File: src/rtl/mc_pkg.sv
// Shared encodings for the multi-cycle control sequencer: FSM states,
// instruction classes, opcode/funct, ALU, branch and writeback selects.
package mc_pkg;

    typedef enum logic [2:0] {
        S_FETCH,
        S_EXEC,
        S_MEM,
        S_WB,
        S_HALT
    } state_t;

    // Instruction class picks the path through the FSM after EXEC.
    typedef enum logic [1:0] {
        CLS_JMP,
        CLS_ALU,
        CLS_LD,
        CLS_ST
    } cls_t;

    localparam logic [5:0] OP_RTYPE = 6'h00;
    localparam logic [5:0] OP_J     = 6'h02;
    localparam logic [5:0] OP_JAL   = 6'h03;
    localparam logic [5:0] OP_BEQ   = 6'h04;
    localparam logic [5:0] OP_BNE   = 6'h05;
    localparam logic [5:0] OP_ADDI  = 6'h08;
    localparam logic [5:0] OP_ADDIU = 6'h09;
    localparam logic [5:0] OP_SLTI  = 6'h0A;
    localparam logic [5:0] OP_SLTIU = 6'h0B;
    localparam logic [5:0] OP_ANDI  = 6'h0C;
    localparam logic [5:0] OP_ORI   = 6'h0D;
    localparam logic [5:0] OP_XORI  = 6'h0E;
    localparam logic [5:0] OP_LUI   = 6'h0F;
    localparam logic [5:0] OP_LB    = 6'h20;
    localparam logic [5:0] OP_LW    = 6'h23;
    localparam logic [5:0] OP_LBU   = 6'h24;
    localparam logic [5:0] OP_SB    = 6'h28;
    localparam logic [5:0] OP_SW    = 6'h2B;

    localparam logic [5:0] FN_SLL  = 6'h00;
    localparam logic [5:0] FN_SRL  = 6'h02;
    localparam logic [5:0] FN_SRA  = 6'h03;
    localparam logic [5:0] FN_SLLV = 6'h04;
    localparam logic [5:0] FN_SRLV = 6'h06;
    localparam logic [5:0] FN_SRAV = 6'h07;
    localparam logic [5:0] FN_JR   = 6'h08;
    localparam logic [5:0] FN_JALR = 6'h09;
    localparam logic [5:0] FN_ADD  = 6'h20;
    localparam logic [5:0] FN_ADDU = 6'h21;
    localparam logic [5:0] FN_SUB  = 6'h22;
    localparam logic [5:0] FN_SUBU = 6'h23;
    localparam logic [5:0] FN_AND  = 6'h24;
    localparam logic [5:0] FN_OR   = 6'h25;
    localparam logic [5:0] FN_XOR  = 6'h26;
    localparam logic [5:0] FN_NOR  = 6'h27;
    localparam logic [5:0] FN_SLT  = 6'h2A;
    localparam logic [5:0] FN_SLTU = 6'h2B;

    localparam logic [3:0] ALU_ADD  = 4'h0;
    localparam logic [3:0] ALU_ADDU = 4'h1;
    localparam logic [3:0] ALU_SUB  = 4'h2;
    localparam logic [3:0] ALU_SUBU = 4'h3;
    localparam logic [3:0] ALU_AND  = 4'h4;
    localparam logic [3:0] ALU_OR   = 4'h5;
    localparam logic [3:0] ALU_XOR  = 4'h6;
    localparam logic [3:0] ALU_NOR  = 4'h7;
    localparam logic [3:0] ALU_SLT  = 4'h8;
    localparam logic [3:0] ALU_SLTU = 4'h9;
    localparam logic [3:0] ALU_SLL  = 4'hA;
    localparam logic [3:0] ALU_SRL  = 4'hB;
    localparam logic [3:0] ALU_SRA  = 4'hC;

    localparam logic [3:0] BR_NONE = 4'b0000;
    localparam logic [3:0] BR_BEQ  = 4'b0001;
    localparam logic [3:0] BR_BNE  = 4'b0010;

    localparam logic [1:0] MTR_ALU = 2'b00;
    localparam logic [1:0] MTR_LUI = 2'b01;
    localparam logic [1:0] MTR_PC4 = 2'b10;
    localparam logic [1:0] MTR_MEM = 2'b11;

    localparam logic [1:0] SET_SLT  = 2'b01;
    localparam logic [1:0] SET_SLTU = 2'b11;
    localparam logic [1:0] LB_U     = 2'b01;
    localparam logic [1:0] LB_S     = 2'b11;

    typedef struct packed {
        logic [3:0] Branch;
        logic       Jump;
        logic       Jreg;
        logic       ra;
        logic       RegDst;
        logic       ALUsrc_A;
        logic       ALUsrc_B;
        logic       ExtOp;
        logic       Var;
        logic       sbyte;
        logic [3:0] ALUctr;
        logic [1:0] MemtoReg;
        logic [1:0] Set;
        logic [1:0] lbyte;
        cls_t       cls;
    } dec_t;

endpackage

File: src/rtl/mc_decode.sv
// Combinational decoder: instr -> datapath select bundle and illegal flag.
// Ports: instr (32b word), dec (select bundle), illegal (unknown op/funct).
module mc_decode
    import mc_pkg::*;
(
    input  logic [31:0] instr,
    output dec_t        dec,
    output logic        illegal
);

    logic [5:0] op;
    logic [5:0] fn;
    logic       unused_fields;

    assign op = instr[31:26];
    assign fn = instr[5:0];
    // Register/immediate fields are consumed by the datapath, not here.
    assign unused_fields = ^instr[25:6];

    always_comb begin
        dec        = '0;
        dec.ALUctr = ALU_ADD;
        dec.cls    = CLS_ALU;
        illegal    = 1'b0;
        unique case (op)
            OP_RTYPE: begin
                dec.RegDst = 1'b1;
                unique case (fn)
                    FN_ADD:  dec.ALUctr = ALU_ADD;
                    FN_ADDU: dec.ALUctr = ALU_ADDU;
                    FN_SUB:  dec.ALUctr = ALU_SUB;
                    FN_SUBU: dec.ALUctr = ALU_SUBU;
                    FN_AND:  dec.ALUctr = ALU_AND;
                    FN_OR:   dec.ALUctr = ALU_OR;
                    FN_XOR:  dec.ALUctr = ALU_XOR;
                    FN_NOR:  dec.ALUctr = ALU_NOR;
                    FN_SLT: begin
                        dec.ALUctr = ALU_SLT;
                        dec.Set    = SET_SLT;
                    end
                    FN_SLTU: begin
                        dec.ALUctr = ALU_SLTU;
                        dec.Set    = SET_SLTU;
                    end
                    FN_SLL, FN_SRL, FN_SRA: begin
                        dec.ALUsrc_A = 1'b1;
                        dec.ALUctr   = (fn == FN_SLL) ? ALU_SLL :
                                       (fn == FN_SRL) ? ALU_SRL :
                                                        ALU_SRA;
                    end
                    FN_SLLV, FN_SRLV, FN_SRAV: begin
                        dec.ALUsrc_A = 1'b1;
                        dec.Var      = 1'b1;
                        dec.ALUctr   = (fn == FN_SLLV) ? ALU_SLL :
                                       (fn == FN_SRLV) ? ALU_SRL :
                                                         ALU_SRA;
                    end
                    FN_JR: begin
                        dec.RegDst = 1'b0;
                        dec.Jreg   = 1'b1;
                        dec.cls    = CLS_JMP;
                    end
                    FN_JALR: begin
                        dec.Jreg     = 1'b1;
                        dec.MemtoReg = MTR_PC4;
                    end
                    default: illegal = 1'b1;
                endcase
            end
            OP_ADDI, OP_ADDIU, OP_SLTI, OP_SLTIU: begin
                dec.ALUsrc_B = 1'b1;
                dec.ExtOp    = 1'b1;
                unique case (op)
                    OP_ADDI:  dec.ALUctr = ALU_ADD;
                    OP_ADDIU: dec.ALUctr = ALU_ADDU;
                    OP_SLTI: begin
                        dec.ALUctr = ALU_SLT;
                        dec.Set    = SET_SLT;
                    end
                    default: begin
                        dec.ALUctr = ALU_SLTU;
                        dec.Set    = SET_SLTU;
                    end
                endcase
            end
            OP_ANDI, OP_ORI, OP_XORI: begin
                dec.ALUsrc_B = 1'b1;
                dec.ALUctr   = (op == OP_ANDI) ? ALU_AND :
                               (op == OP_ORI)  ? ALU_OR  :
                                                 ALU_XOR;
            end
            OP_LUI: begin
                dec.ALUsrc_B = 1'b1;
                dec.MemtoReg = MTR_LUI;
            end
            OP_LW, OP_LB, OP_LBU: begin
                dec.ALUsrc_B = 1'b1;
                dec.ExtOp    = 1'b1;
                dec.ALUctr   = ALU_ADDU;
                dec.MemtoReg = MTR_MEM;
                dec.cls      = CLS_LD;
                dec.lbyte    = (op == OP_LB)  ? LB_S :
                               (op == OP_LBU) ? LB_U : 2'b00;
            end
            OP_SW, OP_SB: begin
                dec.ALUsrc_B = 1'b1;
                dec.ExtOp    = 1'b1;
                dec.ALUctr   = ALU_ADDU;
                dec.sbyte    = (op == OP_SB);
                dec.cls      = CLS_ST;
            end
            OP_BEQ, OP_BNE: begin
                dec.ExtOp  = 1'b1;
                dec.ALUctr = ALU_SUB;
                dec.Branch = (op == OP_BEQ) ? BR_BEQ : BR_BNE;
                dec.cls    = CLS_JMP;
            end
            OP_J: begin
                dec.Jump = 1'b1;
                dec.cls  = CLS_JMP;
            end
            OP_JAL: begin
                dec.Jump     = 1'b1;
                dec.ra       = 1'b1;
                dec.MemtoReg = MTR_PC4;
            end
            default: illegal = 1'b1;
        endcase
        // Illegal words leave every select at zero.
        if (illegal) begin
            dec = '0;
        end
    end

endmodule

File: src/rtl/multicycle_ctrl.sv
// Multi-cycle FETCH/EXEC/MEM/WB control sequencer with illegal-op HALT.
// Ports: clk, rst (sync, active-low), run, instr -> datapath selects,
// PCWr/RegWr/MemWr one-cycle strobes, halted. Optional MC_PERF_CNT_EN
// adds cycle_cnt and instret counters.
module multicycle_ctrl
    import mc_pkg::*;
(
    input  logic        clk,
    input  logic        rst,
    input  logic        run,
    input  logic [31:0] instr,
    output logic [3:0]  Branch,
    output logic        Jump,
    output logic        Jreg,
    output logic        ra,
    output logic        RegDst,
    output logic        ALUsrc_A,
    output logic        ALUsrc_B,
    output logic        ExtOp,
    output logic        Var,
    output logic        sbyte,
    output logic [3:0]  ALUctr,
    output logic [1:0]  MemtoReg,
    output logic [1:0]  Set,
    output logic [1:0]  lbyte,
    output logic        PCWr,
    output logic        RegWr,
    output logic        MemWr,
    output logic        halted
`ifdef MC_PERF_CNT_EN
    ,
    output logic [31:0] cycle_cnt,
    output logic [31:0] instret
`endif
);

    state_t state_q, state_d;
    dec_t   dec_q, dec_w;
    logic   ill_q, ill_w;
    logic   load_dec;
    logic   pc_wr, reg_wr, mem_wr;

    mc_decode u_dec (
        .instr  (instr),
        .dec    (dec_w),
        .illegal(ill_w)
    );

    always_comb begin
        state_d  = state_q;
        load_dec = 1'b0;
        pc_wr    = 1'b0;
        reg_wr   = 1'b0;
        mem_wr   = 1'b0;
        unique case (state_q)
            S_FETCH: begin
                if (run) begin
                    load_dec = 1'b1;
                    state_d  = S_EXEC;
                end
            end
            S_EXEC: begin
                if (ill_q) begin
                    state_d = S_HALT;
                end else begin
                    unique case (dec_q.cls)
                        CLS_JMP: begin
                            pc_wr   = 1'b1;
                            state_d = S_FETCH;
                        end
                        CLS_LD, CLS_ST: state_d = S_MEM;
                        default:        state_d = S_WB;
                    endcase
                end
            end
            S_MEM: begin
                if (dec_q.cls == CLS_ST) begin
                    mem_wr  = 1'b1;
                    pc_wr   = 1'b1;
                    state_d = S_FETCH;
                end else begin
                    state_d = S_WB;
                end
            end
            S_WB: begin
                reg_wr  = 1'b1;
                pc_wr   = 1'b1;
                state_d = S_FETCH;
            end
            S_HALT:  state_d = S_HALT;
            default: state_d = S_FETCH;
        endcase
    end

    always_ff @(posedge clk) begin
        if (!rst) begin
            state_q <= S_FETCH;
            dec_q   <= '0;
            ill_q   <= 1'b0;
        end else begin
            state_q <= state_d;
            if (load_dec) begin
                dec_q <= dec_w;
                ill_q <= ill_w;
            end
        end
    end

    // Reset kills strobes immediately, even before the reset edge.
    assign PCWr   = pc_wr & rst;
    assign RegWr  = reg_wr & rst;
    assign MemWr  = mem_wr & rst;
    assign halted = (state_q == S_HALT);

    assign Branch   = dec_q.Branch;
    assign Jump     = dec_q.Jump;
    assign Jreg     = dec_q.Jreg;
    assign ra       = dec_q.ra;
    assign RegDst   = dec_q.RegDst;
    assign ALUsrc_A = dec_q.ALUsrc_A;
    assign ALUsrc_B = dec_q.ALUsrc_B;
    assign ExtOp    = dec_q.ExtOp;
    assign Var      = dec_q.Var;
    assign sbyte    = dec_q.sbyte;
    assign ALUctr   = dec_q.ALUctr;
    assign MemtoReg = dec_q.MemtoReg;
    assign Set      = dec_q.Set;
    assign lbyte    = dec_q.lbyte;

`ifdef MC_PERF_CNT_EN
    logic [31:0] cyc_q, ret_q;

    always_ff @(posedge clk) begin
        if (!rst) begin
            cyc_q <= '0;
            ret_q <= '0;
        end else begin
            if (state_q != S_HALT) begin
                cyc_q <= cyc_q + 32'd1;
            end
            if (PCWr) begin
                ret_q <= ret_q + 32'd1;
            end
        end
    end

    assign cycle_cnt = cyc_q;
    assign instret   = ret_q;
`endif

endmodule

File: config.mk
export PLATFORM = sky130hd
export DESIGN_NAME = multicycle_ctrl
export DESIGN_NICKNAME = d
export VERILOG_FILES = /design/src/rtl/mc_pkg.sv /design/src/rtl/mc_decode.sv /design/src/rtl/multicycle_ctrl.sv
export SDC_FILE = /design/constraint.sdc
export NUM_CORES = 1
export LEC_CHECK = 0
export BUFFER_PORTS_ARGS = -buffer_cell sky130_fd_sc_hd__buf_2
export CAP_MARGIN = 20
export CELL_PAD_IN_SITES_DETAIL_PLACEMENT = 2
export CELL_PAD_IN_SITES_GLOBAL_PLACEMENT = 2
export CORE_MARGIN = 8
export CORE_UTILIZATION = 27
export CTS_BUF_LIST = sky130_fd_sc_hd__clkbuf_8
export CTS_CLUSTER_DIAMETER = 120
export DETAILED_ROUTE_END_ITERATION = 8
export MAX_ROUTING_LAYER = met4
export PLACE_DENSITY = 0.82
export SETUP_SLACK_MARGIN = 0.1
export SLEW_MARGIN = 20
export SYNTH_ARGS = -nofsm -noshare
export SYNTH_HDL_FRONTEND = slang
export SYNTH_HIERARCHICAL = 1
export SYNTH_SLANG_ARGS = --single-unit
File: constraint.sdc
create_clock -name clk -period 2.09 [get_ports clk]
set_clock_uncertainty 0.05 [all_clocks]
set_input_delay 0.5225 -clock clk [delete_from_list [all_inputs] [get_ports clk]]
set_output_delay 0.5225 -clock clk [all_outputs]
set_load 0.03 [all_outputs]
==> qor.csv <==
metric,value,unit
CP arrival,2.14,ns
Vias/cell,4.901,
Worst path most repeated cell,or3_4,
first-pass GRT wire length,10570,µm
Synth Area in XOR/XNOR,0,
iteration count of the initial detailed-routing pass,4,
Num CTS Buffers,5,
Synth Instances,256,
CTS tree,yes,
"Net count, final",320,
PD cells,555.3,mW/mm²
Core Footprint,0.007292,mm²
Initial Util,0.2805,
r2r worst-path depth,4,
IO buf count,41,
Synth Area in Adders,0,
"Slew Viols, Final",0,
dpl ws,-0.2408,ns
final setup vio count,0,
Final WS setup,0.1130,ns
Post-CTS Repair Setup Buffers,0,
worst-path maximum fanout,4,
slowest CP cell,or3_4,
Final Hold Fails,0,
RSZ-0062 raised after global routing,yes,
initial detailed-routing violation count,55,
CP max stage delay,0.42,ns
reg2reg end,ALUsrc_B,
Leakage,0.9107,nW
Peak VDD IR,0.0001516,V
clock-pin slew on the worst setup and hold paths,0.05,ns
H-tree depth,2,
Syn Area/Cell,7.991,µm²
number of flops mapped to enable cells by yosys,0,
largest family of logic cells by synthesized area,simple AND/OR/NAND/NOR gates,
Die Wd,103.0,µm
GPL Wtd Cong,0.8016,
share of cells above drive strength 1,0.4000,
Seq cells post-synth,29,
largest net degree at the start of global routing,28,
total gr overflow,0,
post-synthesis mux area share,0.004893,
startpoint types,primary input,
"reg-to-reg slack, setup",0.54,ns
"Core Util, Final",0.3226,
Post-Synthesis Cell Area,0.002046,mm²
fin crit share,0.9459,
Hold Path Depth,2,
crit end category,flip-flop,
compound-cell area share of the yosys netlist,0.2550,
Reg area,584.3,µm²
Vias,1882,
antenna violations before repair,0,
status,completed,
Area growth syn-to-layout,14.98,%
clk sinks,29,
DRT antenna net count,0,
simple-gate area share of the yosys netlist,0.3223,
Top Ports,62,
clock period minus worst slack,1.977,ns
post-route insts no fill,384,
Chip Height,103.0,µm
ant diodes,0,
Multi-input gate area,0.001222,mm²
post-synthesis cell type count,51,
sequence of cells on the critical path,buf_2 -> or3_4 -> or3_4 -> a211o_1 -> a32oi_1 -> nand2_1 -> a21boi_2,
Min-Delay Endpoint,lbyte[1],
placed insts,377,
Max Clock Freq,0.5058,GHz
Max Cap Viol,0,
Residual DRC,0,
DIE AREA,0.01062,mm²
register area share after synthesis,0.2838,
total wire length,6369,µm
gr usage total,0.1326,
Yosys warning count,6,
predominant post-synthesis flop cell,dfxtp_1,
asr flop ratio synth,0,
worst hold path class,flip-flop to flip-flop,
DP HPWL,4778,µm
Crit Path Category,primary input to flip-flop,
vias in the first global route,2049,
cell row count,31,
min-delay src,lbyte[1],
Clock Path Buffers,2,
worst r2r src,state_q[0],
Required @ worst endpoint,2.25,ns
Filler cells,888,
total power,1.306,mW
worst-skew pair later-pin latency,0.28,ns
drt wl/cell,16.59,µm
CTS root buffer,clkbuf_8,
==> metal layers <==
metal,track usage,routed length (µm),vias up
li1,-,-,923
met1,0.1420,2667,916
met2,0.2352,3311,33
met3,0.03241,292,10
met4,0.04116,97,0
met5,-,0,-
==> metrics by stage <==
step	TNS (ns)	hold slack (ns)	cell area (µm²)
after CTS	0	0.4102	2341
final	0	0.4068	2352
after floorplan	-0.1102	0.3918	2053
after global placement	-1.746	0.3940	2236
after detailed placement	-1.861	0.4026	2236
after global routing	0	0.4265	2352
==> final cells by class <==
cell class,instances,share of cell area
Clock buffer,6,0.03511
Inverter,4,0.006383
Timing Repair Buffer,56,0.1362
Clock inverter,1,0.001596
Multi-Input combinational cell,189,0.5197
Tap cell,99,0.05266
Sequential cell,29,0.2484
==> cells in the final DEF (no fill, tap or decap), types with 2 or more instances in the layout <==
cell type   n
a211o_1     2
a21boi_0    4
a21boi_1    2
a21boi_2   20
a21oi_1     8
a31oi_1     4
a32oi_1     2
and4b_1     2
buf_2      40
buf_4      16
clkbuf_8    6
conb_1      2
dfxtp_1    26
dfxtp_2     3
inv_1       5
nand2_1    45
nand2_2    20
nand2b_1    3
nand3_1     4
nor2_1     12
nor2b_1     3
nor3_1      7
nor3_2      2
nor4_1      4
nor4b_4     2
o211ai_1    2
o21ai_0     9
o21bai_1    2
o22ai_1     2
or3_1       2
or3_4       2
or3b_2      3
==> kinds of logic (layout without fill, tap and decap cells) <==
kind of cell	after synthesis	after routing
and+or+nand+nor	121	121
muxes	1	1
buffers and inverters	39	67
AOI/OAI and AO/OA	65	65
DFF	29	29
other	1	2
==> power breakdown <==
group	internal [mW]	switching, mW
sequential	0.566	0.0157
combinational	0.0934	0.161
clock	0.256	0.214
==> sequential cells by signal, summed over array words and instances, names as in the netlist, 2 cells and up <==
name / flops
Set: 2
Branch: 4
dec_q: 2
MemtoReg: 2
state_q: 3
lbyte: 2
ALUctr: 4
==> worst max-delay path by stage <==
| stage | slack [ns] | endpoint | from |
|---|---|---|---|
| after floorplan | -0.04 | dec_q[0] | instr[30] |
| after global placement | -0.22 | ALUctr[3] | instr[28] |
| after detailed placement | -0.24 | Jreg | instr[28] |
| after CTS | 0.11 | PCWr | state_q[0] |
| after global routing | 0.06 | dec_q[0] | instr[28] |
| final | 0.11 | dec_q[0] | instr[28] |
==> cells in the mapped netlist (2+ instances only) <==
cell      instances  area [µm²]
o211ai_1          2       15.01
nor2_1           12       45.04
o22ai_1           2       12.51
dfxtp_1          29       580.6
o21bai_1          2       15.01
a32oi_1           2       17.52
and4b_1           2       20.02
o21ai_0          10       50.05
a21boi_0          6       45.04
nor3_1            9       45.04
nand2b_1          3       18.77
nor4_1            4       25.02
or3b_2            3       26.28
clkbuf_1         10       37.54
nor2b_1           3       18.77
a21oi_1           8       40.04
nand2_1          45       168.9
a21boi_2         20       225.2
a31oi_1           4       25.02
or3_1             3       18.77
buf_12            2       40.04
buf_6             3       33.78
buf_4            18       135.1
a211o_1           2       17.52
inv_1             4       15.01
nand3_1           4       20.02
nand2_2          20       125.1
==> worst max-delay path, delay by kind of cell <==
kind	cells	cell delay [ns]
buffers and inverters	1	0.11
and+or+nand+nor	3	0.93
AOI/OAI and AO/OA	3	0.58
==> timing repair <==
item / 4_1_cts / 5_1_grt
setup endpoints to repair: 6 / 7
pin swaps: 0 / 1
gates resized for setup: 5 / 3
cloned: 0 / 0
hold buffers: 0 / 0
(Power assumes the default switching activity.)
